File: config.mk
export PLATFORM = sky130hd
export DESIGN_NAME = ps2_device_tx
export DESIGN_NICKNAME = d
export VERILOG_FILES = /design/src/rtl/ps2_device_tx.sv
export SDC_FILE = /design/constraint.sdc
export NUM_CORES = 1
export LEC_CHECK = 0
export CORE_ASPECT_RATIO = 1.2
export CORE_MARGIN = 3
export CORE_UTILIZATION = 25
export CTS_CLUSTER_SIZE = 30
export DETAILED_ROUTE_END_ITERATION = 8
export PLACE_DENSITY_LB_ADDON = 0.3
export SYNTH_ARGS = -nofsm -noshare
export SYNTH_HDL_FRONTEND = slang
export SYNTH_SLANG_ARGS = --single-unit
export TNS_END_PERCENT = 10
File: constraint.sdc
create_clock -name clk -period 6.12 [get_ports clk]
set_clock_uncertainty 0.05 [all_clocks]
set_input_delay 1.224 -clock clk [delete_from_list [all_inputs] [get_ports clk]]
set_output_delay 1.224 -clock clk [all_outputs]
set_load 0.02 [all_outputs]
File: src/rtl/ps2_device_tx.sv
// Device-side PS/2 transmitter: sends one byte as an 11-bit frame on a self-generated
// PS/2 clock, aborting and retransmitting when the host inhibits mid-frame.
module ps2_device_tx #(
   parameter int unsigned HALF_PERIOD = 2500
) (
   input  logic       clk,
   input  logic       reset,
   input  logic [7:0] tx_data,
   input  logic       tx_valid,
   output logic       tx_ready,
   input  logic       host_inhibit,
   output logic       ps2_clk,
   output logic       ps2_data,
   output logic       tx_done
);

   localparam int unsigned   CW       = (HALF_PERIOD > 1) ? $clog2(HALF_PERIOD) : 1;
   localparam logic [CW-1:0] CNT_LAST = CW'(HALF_PERIOD - 1);
   localparam logic [3:0]    LAST_IDX = 4'd10;

   localparam logic [2:0] S_IDLE  = 3'd0;
   localparam logic [2:0] S_SETUP = 3'd1;
   localparam logic [2:0] S_LOW   = 3'd2;
   localparam logic [2:0] S_HIGH  = 3'd3;
   localparam logic [2:0] S_GAP   = 3'd4;
   localparam logic [2:0] S_HOLD  = 3'd5;

   logic          inh_s1_q, inh_s2_q;
   logic [2:0]    state_q, state_d;
   logic [CW-1:0] cnt_q, cnt_d;
   logic [3:0]    idx_q, idx_d;
   logic          last_q, last_d;
   logic [7:0]    byte_q, byte_d;
   logic          par_q, par_d;
   logic          clk_q, clk_d;
   logic          data_q, data_d;
   logic          done_q, done_d;
   logic          inhibit, cnt_end, abort;
   logic [10:0]   frame_d;

   assign inhibit  = inh_s2_q;
   assign cnt_end  = (cnt_q == CNT_LAST);
   assign tx_ready = (state_q == S_IDLE) && !inhibit;
   assign ps2_clk  = clk_q;
   assign ps2_data = data_q;
   assign tx_done  = done_q;

   // last_q marks that the stop bit's falling edge has happened; past that point inhibit is ignored
   assign abort = inhibit && !last_q &&
                  ((state_q == S_SETUP) || (state_q == S_HIGH) ||
                   ((state_q == S_LOW) && (idx_q != LAST_IDX)));

   always_comb begin
      state_d = state_q;
      cnt_d   = cnt_q + CW'(1);
      idx_d   = idx_q;
      last_d  = last_q;
      byte_d  = byte_q;
      par_d   = par_q;
      done_d  = 1'b0;
      case (state_q)
         S_IDLE: begin
            cnt_d = '0;
            if (tx_valid && tx_ready) begin
               byte_d  = tx_data;
               par_d   = ~^tx_data;
               idx_d   = '0;
               last_d  = 1'b0;
               state_d = S_SETUP;
            end
         end
         S_SETUP: if (cnt_end) state_d = S_LOW;
         S_LOW: begin
            if (cnt_end) begin
               state_d = S_HIGH;
               if (idx_q < LAST_IDX) idx_d = idx_q + 4'd1;
               else                  last_d = 1'b1;
            end
         end
         S_HIGH: if (cnt_end) state_d = last_q ? S_GAP : S_LOW;
         S_GAP: begin
            if (cnt_end) begin
               state_d = S_IDLE;
               done_d  = 1'b1;
            end
         end
         S_HOLD: begin
            if (inhibit) begin
               cnt_d = '0;
            end else if (cnt_end) begin
               state_d = S_SETUP;
               idx_d   = '0;
               last_d  = 1'b0;
            end
         end
         default: state_d = S_IDLE;
      endcase
      if (abort) state_d = S_HOLD;
      if (state_d != state_q) cnt_d = '0;

      // Outputs are registered from the next state so the clock edge and its data move together
      frame_d = {1'b1, par_d, byte_d, 1'b0};
      clk_d   = (state_d != S_LOW);
      data_d  = 1'b1;
      if ((state_d == S_SETUP) || (state_d == S_LOW) || (state_d == S_HIGH))
         data_d = frame_d[idx_d];
   end

   always_ff @(posedge clk or posedge reset) begin
      if (reset) begin
         inh_s1_q <= 1'b0;
         inh_s2_q <= 1'b0;
         state_q  <= S_IDLE;
         cnt_q    <= '0;
         idx_q    <= '0;
         last_q   <= 1'b0;
         byte_q   <= '0;
         par_q    <= 1'b0;
         clk_q    <= 1'b1;
         data_q   <= 1'b1;
         done_q   <= 1'b0;
      end else begin
         inh_s1_q <= host_inhibit;
         inh_s2_q <= inh_s1_q;
         state_q  <= state_d;
         cnt_q    <= cnt_d;
         idx_q    <= idx_d;
         last_q   <= last_d;
         byte_q   <= byte_d;
         par_q    <= par_d;
         clk_q    <= clk_d;
         data_q   <= data_d;
         done_q   <= done_d;
      end
   end

endmodule

Word-level counts from Yosys, hierarchy flattened
Index checks and enable logic that the tools add are counted. Widths: inputs -> output; s select.

Reductions and logical operators: 15. Order comparisons: 2. Add/subtract/negate cells: 2. Multiplexer cells: 34. Eq/ne operators: 17.

Operators with widths (number): $mux 3 (9); $mux 12 (2); $pmux 12 s2 (1); $mux 4 (5); $pmux 3 s6 (1); $mux 8 (2); $add 12x1->12 const B (1); $eq 12x12->1 const B (1); $eq 3x2->1 const B (4); $pmux 4 s3 (1); $mux 1 (11); $ne 2x2->1 const B (4); $reduce_xnor 8->1 (1); $eq 3x1->1 const B (2); $eq 3x3->1 const B (2); $reduce_and 6->1 (1); $logic_and 1x1->1 (5); $lt 4x5->1 const B (1); $add 4x1->4 const B (1); $bmux 1 s4 (1); $logic_or 1x1->1 (4); $lt 4x4->1 const B (1); $ne 4x4->1 const B (1); $logic_not 3->1 (1); other kinds (6) (7).

Flip-flop bits (word level): 34. Output and inout bits: 4. Word-level logic and storage cells: 81.

Logic depth before layout (Yosys ltp)
Word-level depth: 10. Gate-level depth with buffers: 10. Gate-level depth less buffers: 9.

Least setup slack after synthesis
OpenSTA, ideal clock, no wires.

Kind: register to register. Start point: reg state_q[2]. End point: reg data_q (netlist: ps2_data). Arrival: 2760 ps. Stages on the path, launching flop included: 9. Period minus slack after synthesis: 2896 ps. Path buffers: 1. Setup slack: 3224 ps. Cells stage by stage: dfrtp_1 nor4_1 and2_1 buf_2 mux2_2 a211o_1 o2111a_1 a2111oi_4 a21oi_2.

Elaborated cells on any way between the ends: 35. Those cells by class: eq/ne: 8; mux: 18; reduce/logical: 9.

RTL lines: start: declaration (line 29) `logic [2:0] state_q, state_d;`; start signal: assignment (line 125) `state_q <= state_d;`; $logic_not 3->1 (line 43) `assign tx_ready = (state_q == S_IDLE) && !inhibit;`; $logic_and 1x1->1 (line 43); via tx_ready (line 10) `output logic tx_ready,`; $logic_and 1x1->1 (line 64) `if (tx_valid && tx_ready) begin`; $mux 8 (line 64); $mux 8 (line 61) `case (state_q)`; via byte_d[3] (line 33) `logic [7:0] byte_q, byte_d;`; $bmux 1 s4 (line 106) `data_d = frame_d[idx_d];`; $mux 1 (not written as such) (line 106); $mux 1 (line 105) `if ((state_d == S_SETUP) || (state_d == S_LOW) || (state_d == S_HIGH))`; via data_d (line 36) `logic data_q, data_d;`; end signal: assignment (line 132) `data_q <= data_d;`; end: declaration (line 36).

The timed path passes the listed nets, and every way through them passes these cells. The select of a mux whose other input is x is not followed. A chain may end at the register's enable or synchronous reset.

Worst setup path in the final report
Start point: reg state_q[1]. End point: out tx_ready.

Longest elaborated chain between the ends: 2.

RTL lines (line): $logic_not 3->1 (43); $logic_and 1x1->1 (43); end: declaration (10).

No other way between the ends.

==> metrics.md <==
| Metric | Value |
|---|---|
| DRC errors left | `0` |
| R2R Setup Slk | `between 3 and 4 ns` |
| Vias/cell | `about 4.6` |
| Number of port buffers | `15` |
| Layout cells sized above 1 | `about 15%` |
| Fin worst setup slack | `2.87 ns` |
| Maximum number of pins on one net before global-route repair | `35` |
| Worst reg2reg startpoint | `state_q[1]` |
| Finish-stage setup viols | `0` |
| R2r endpoint | `ps2_data` |
| Initial antenna violation count | `0` |
| WS Path Type | `flop to output port` |
| FMAX | `308 MHz` |
| Clk slew on worst S/H paths | `~0.070 ns` |
| Gpl congestion | `0.819` |
| Pwr Total | `0.000452 W` |
| Post-synth top cells | `dfrtp_1 (32), nor2_1 (20), nand2_1 (14), inv_1 (11), xnor2_1 (10)` |
| Ant diodes | `0` |
| Hold-critical path depth | `0` |
| Multi-input logic area | `between 900 and 1000 um^2` |
| Initial core utilization | `25.9%` |
| Worst EP required | `between 4 and 5 ns` |
| GRT busiest layer | `met2` |
| Fin Hold WS | `0.302 ns` |
| Vias in the first global route | `1,403` |
| Critical path arrival | `just under 2 ns` |
| Row count | `34` |
| Core Util, Final | `30.5%` |
| Die area | `8600 um^2` |
| Place WS | `2.69 ns` |
| Worst-Skew Late Latency | `0.28 ns` |
| RSZ-0062 raised after global routing | `no` |
| Register area | `853 um^2` |
| Ys async rst share | `100%` |
| DP Wirelength | `~2700 um` |
| Nets | `219` |
| R2R cell count | `7` |
| Relative slew slack | `~44%` |
| CTS Sinks | `34` |
| Final hold viol count | `0` |
| TritonCTS Buffers | `5` |
| Synth Cell Area | `1880 um^2` |
| Global-route wire length before repair | `around 6600 um` |
| Root buffer cell | `clkbuf_8` |
| Iter 0 DRT Violations | `25` |
| Post_cts resized | `0` |
| Total GRT Usage | `9.38%` |
| Share of the synthesized area in the top cell type | `42.6%` |
| Final ANT Viol Nets | `0` |
| Area growth, synth to finish | `18.0%` |
| Critical Path Start | `state_q[1]` |
| Outcome | `finished, final reports clean` |
| Worst Setup End Kind | `output port` |
| Mapped Avg Cell Area | `10.1 um^2` |
| Via count | `1,360` |
| EDFF count, synth | `0` |
| Worst min path class | `flop to flop` |
| Least-Margin Pin Slew | `around 0.83 ns` |
| Final Max Tran Viols | `0` |
| M2 GR Usage | `14.8%` |
| Num ports | `16` |
| Core box area | `between 7000 and 8000 um^2` |
| Routed WL per cell | `12.2 um` |
| Total gr overflow | `0` |
| CP max FO | `13` |
| Setup TNS | `0 ns` |
| Yosys reg bits | `34` |
| Syn_nets | `201` |
| Fin crit period | `3.25 ns` |
| Post-CTS Setup Repair Bufs | `0` |
| CTS tree | `built` |
| # fillers | `742` |
| Hold-fix buffers, CTS | `0` |
| Die H | `101 um` |
| Count leader, synth | `dfrtp_1` |
| Final wirelength | `3600 um` |
| Met1 Use GR | `12.7%` |
| Startpoint Class | `flop` |
| Pleak | `0.979 nW` |
| Post-synthesis sequential area ratio | `45.4%` |
| CTS H-tree lvls | `2` |
| Max-Cap Viols | `0` |
| Routing usage on met3 | `1.72%` |
| Distinct cells, synth | `between 40 and 50` |
| Dominant cells by area after synthesis | `dfrtp_1 (43%), mux2_2 (4.8%), xnor2_1 (4.7%)` |
| Clock Path Buffers | `2` |
| Synthesis Warnings | `0` |
| Power per Cell Area | `204 nW/um^2` |
| Tcrit/Tclk final | `about 53%` |
| Die width | `85.2 um` |
| Cell count after synthesis | `186` |
| Peak VDD IR | `roughly 140 uV` |
| Synth area leader | `dfrtp_1` |
| Ys flop type | `dfrtp_1` |
| Critical path destination | `tx_ready` |
| Pre-antenna DRT Iters | `4` |
## through the flow
stage	instances	area, um^2
after floorplan	186	1880
after global placement	287	2130
after detailed placement	287	2130
after CTS	295	2220
after global routing	295	2220
final	295	2220
## routing by layer
metal | vias up | share of wire [%]
li1 | 692 | -
met1 | 644 | 49
met2 | 18 | 47
met3 | 6 | 2.0
met4 | 0 | 1.8
met5 | - | 0
## cell type report
cell class	count	area share, %
timing repair buffer	16	7.11
clock inverter	1	0.226
multi-input combinational	136	43.4
clock buffer	7	3.89
sequential	34	38.5
tap	90	5.08
inverter	11	1.86
## layout by cell type (no fill, tap or decap), types with 5 or more instances in the layout
| cell | count |
|---|---|
| nor2_1 | 20 |
| xor2_1 | 7 |
| dfrtp_1 | 32 |
| mux2_2 | 8 |
| clkbuf_8 | 6 |
| clkdlybuf4s50_1 | 15 |
| inv_1 | 11 |
| xnor2_1 | 10 |
| and3_1 | 5 |
| nand3_1 | 8 |
| nand2_1 | 14 |
## how the worst min path moves through the flow
| stage | from | to | slack [ns] |
|---|---|---|---|
| 5_1_grt | inh_s1_q | inh_s2_q | 0.33 |
| 2_1_floorplan | inh_s1_q | inh_s2_q | 0.28 |
| 3_3_place_gp | inh_s1_q | inh_s2_q | 0.29 |
| 6_report | inh_s1_q | inh_s2_q | 0.30 |
| 4_1_cts | inh_s1_q | inh_s2_q | 0.31 |
| 3_5_place_dp | inh_s1_q | inh_s2_q | 0.29 |
## cells by family after synthesis
kind of cell               synth area share, %
AOI/OAI and AO/OA                         13.3
xor gates and xnor gates                  7.92
adders and majority gates                 2.00
buffers and inverters                     3.46
DFF                                       45.4
muxes                                     5.86
and+or+nand+nor                           22.1
## registers in the layout (all words and copies together) (netlist names)
name,cells
byte_q,8
cnt_q,12
idx_q,4
inh_s1_q,1
inh_s2_q,1
last_q,1
par_q,1
ps2_clk,1
ps2_data,1
state_q,3
tx_done,1
## critical path, stage by stage, from the launching register on
cell             delay, ns
dfrtp_1               0.51
nor4_1                0.48
clkdlybuf4s50_1       0.70
## power breakdown
part | internal, W | switching, W | leakage, nW
logic | 0.0000219 | 0.0000255 | 0.490
registers | 0.000231 | 0.00000570 | 0.441
clock network | 0.0000907 | 0.0000771 | 0.0482
No activity file was read; power rests on OpenSTA's default activity.
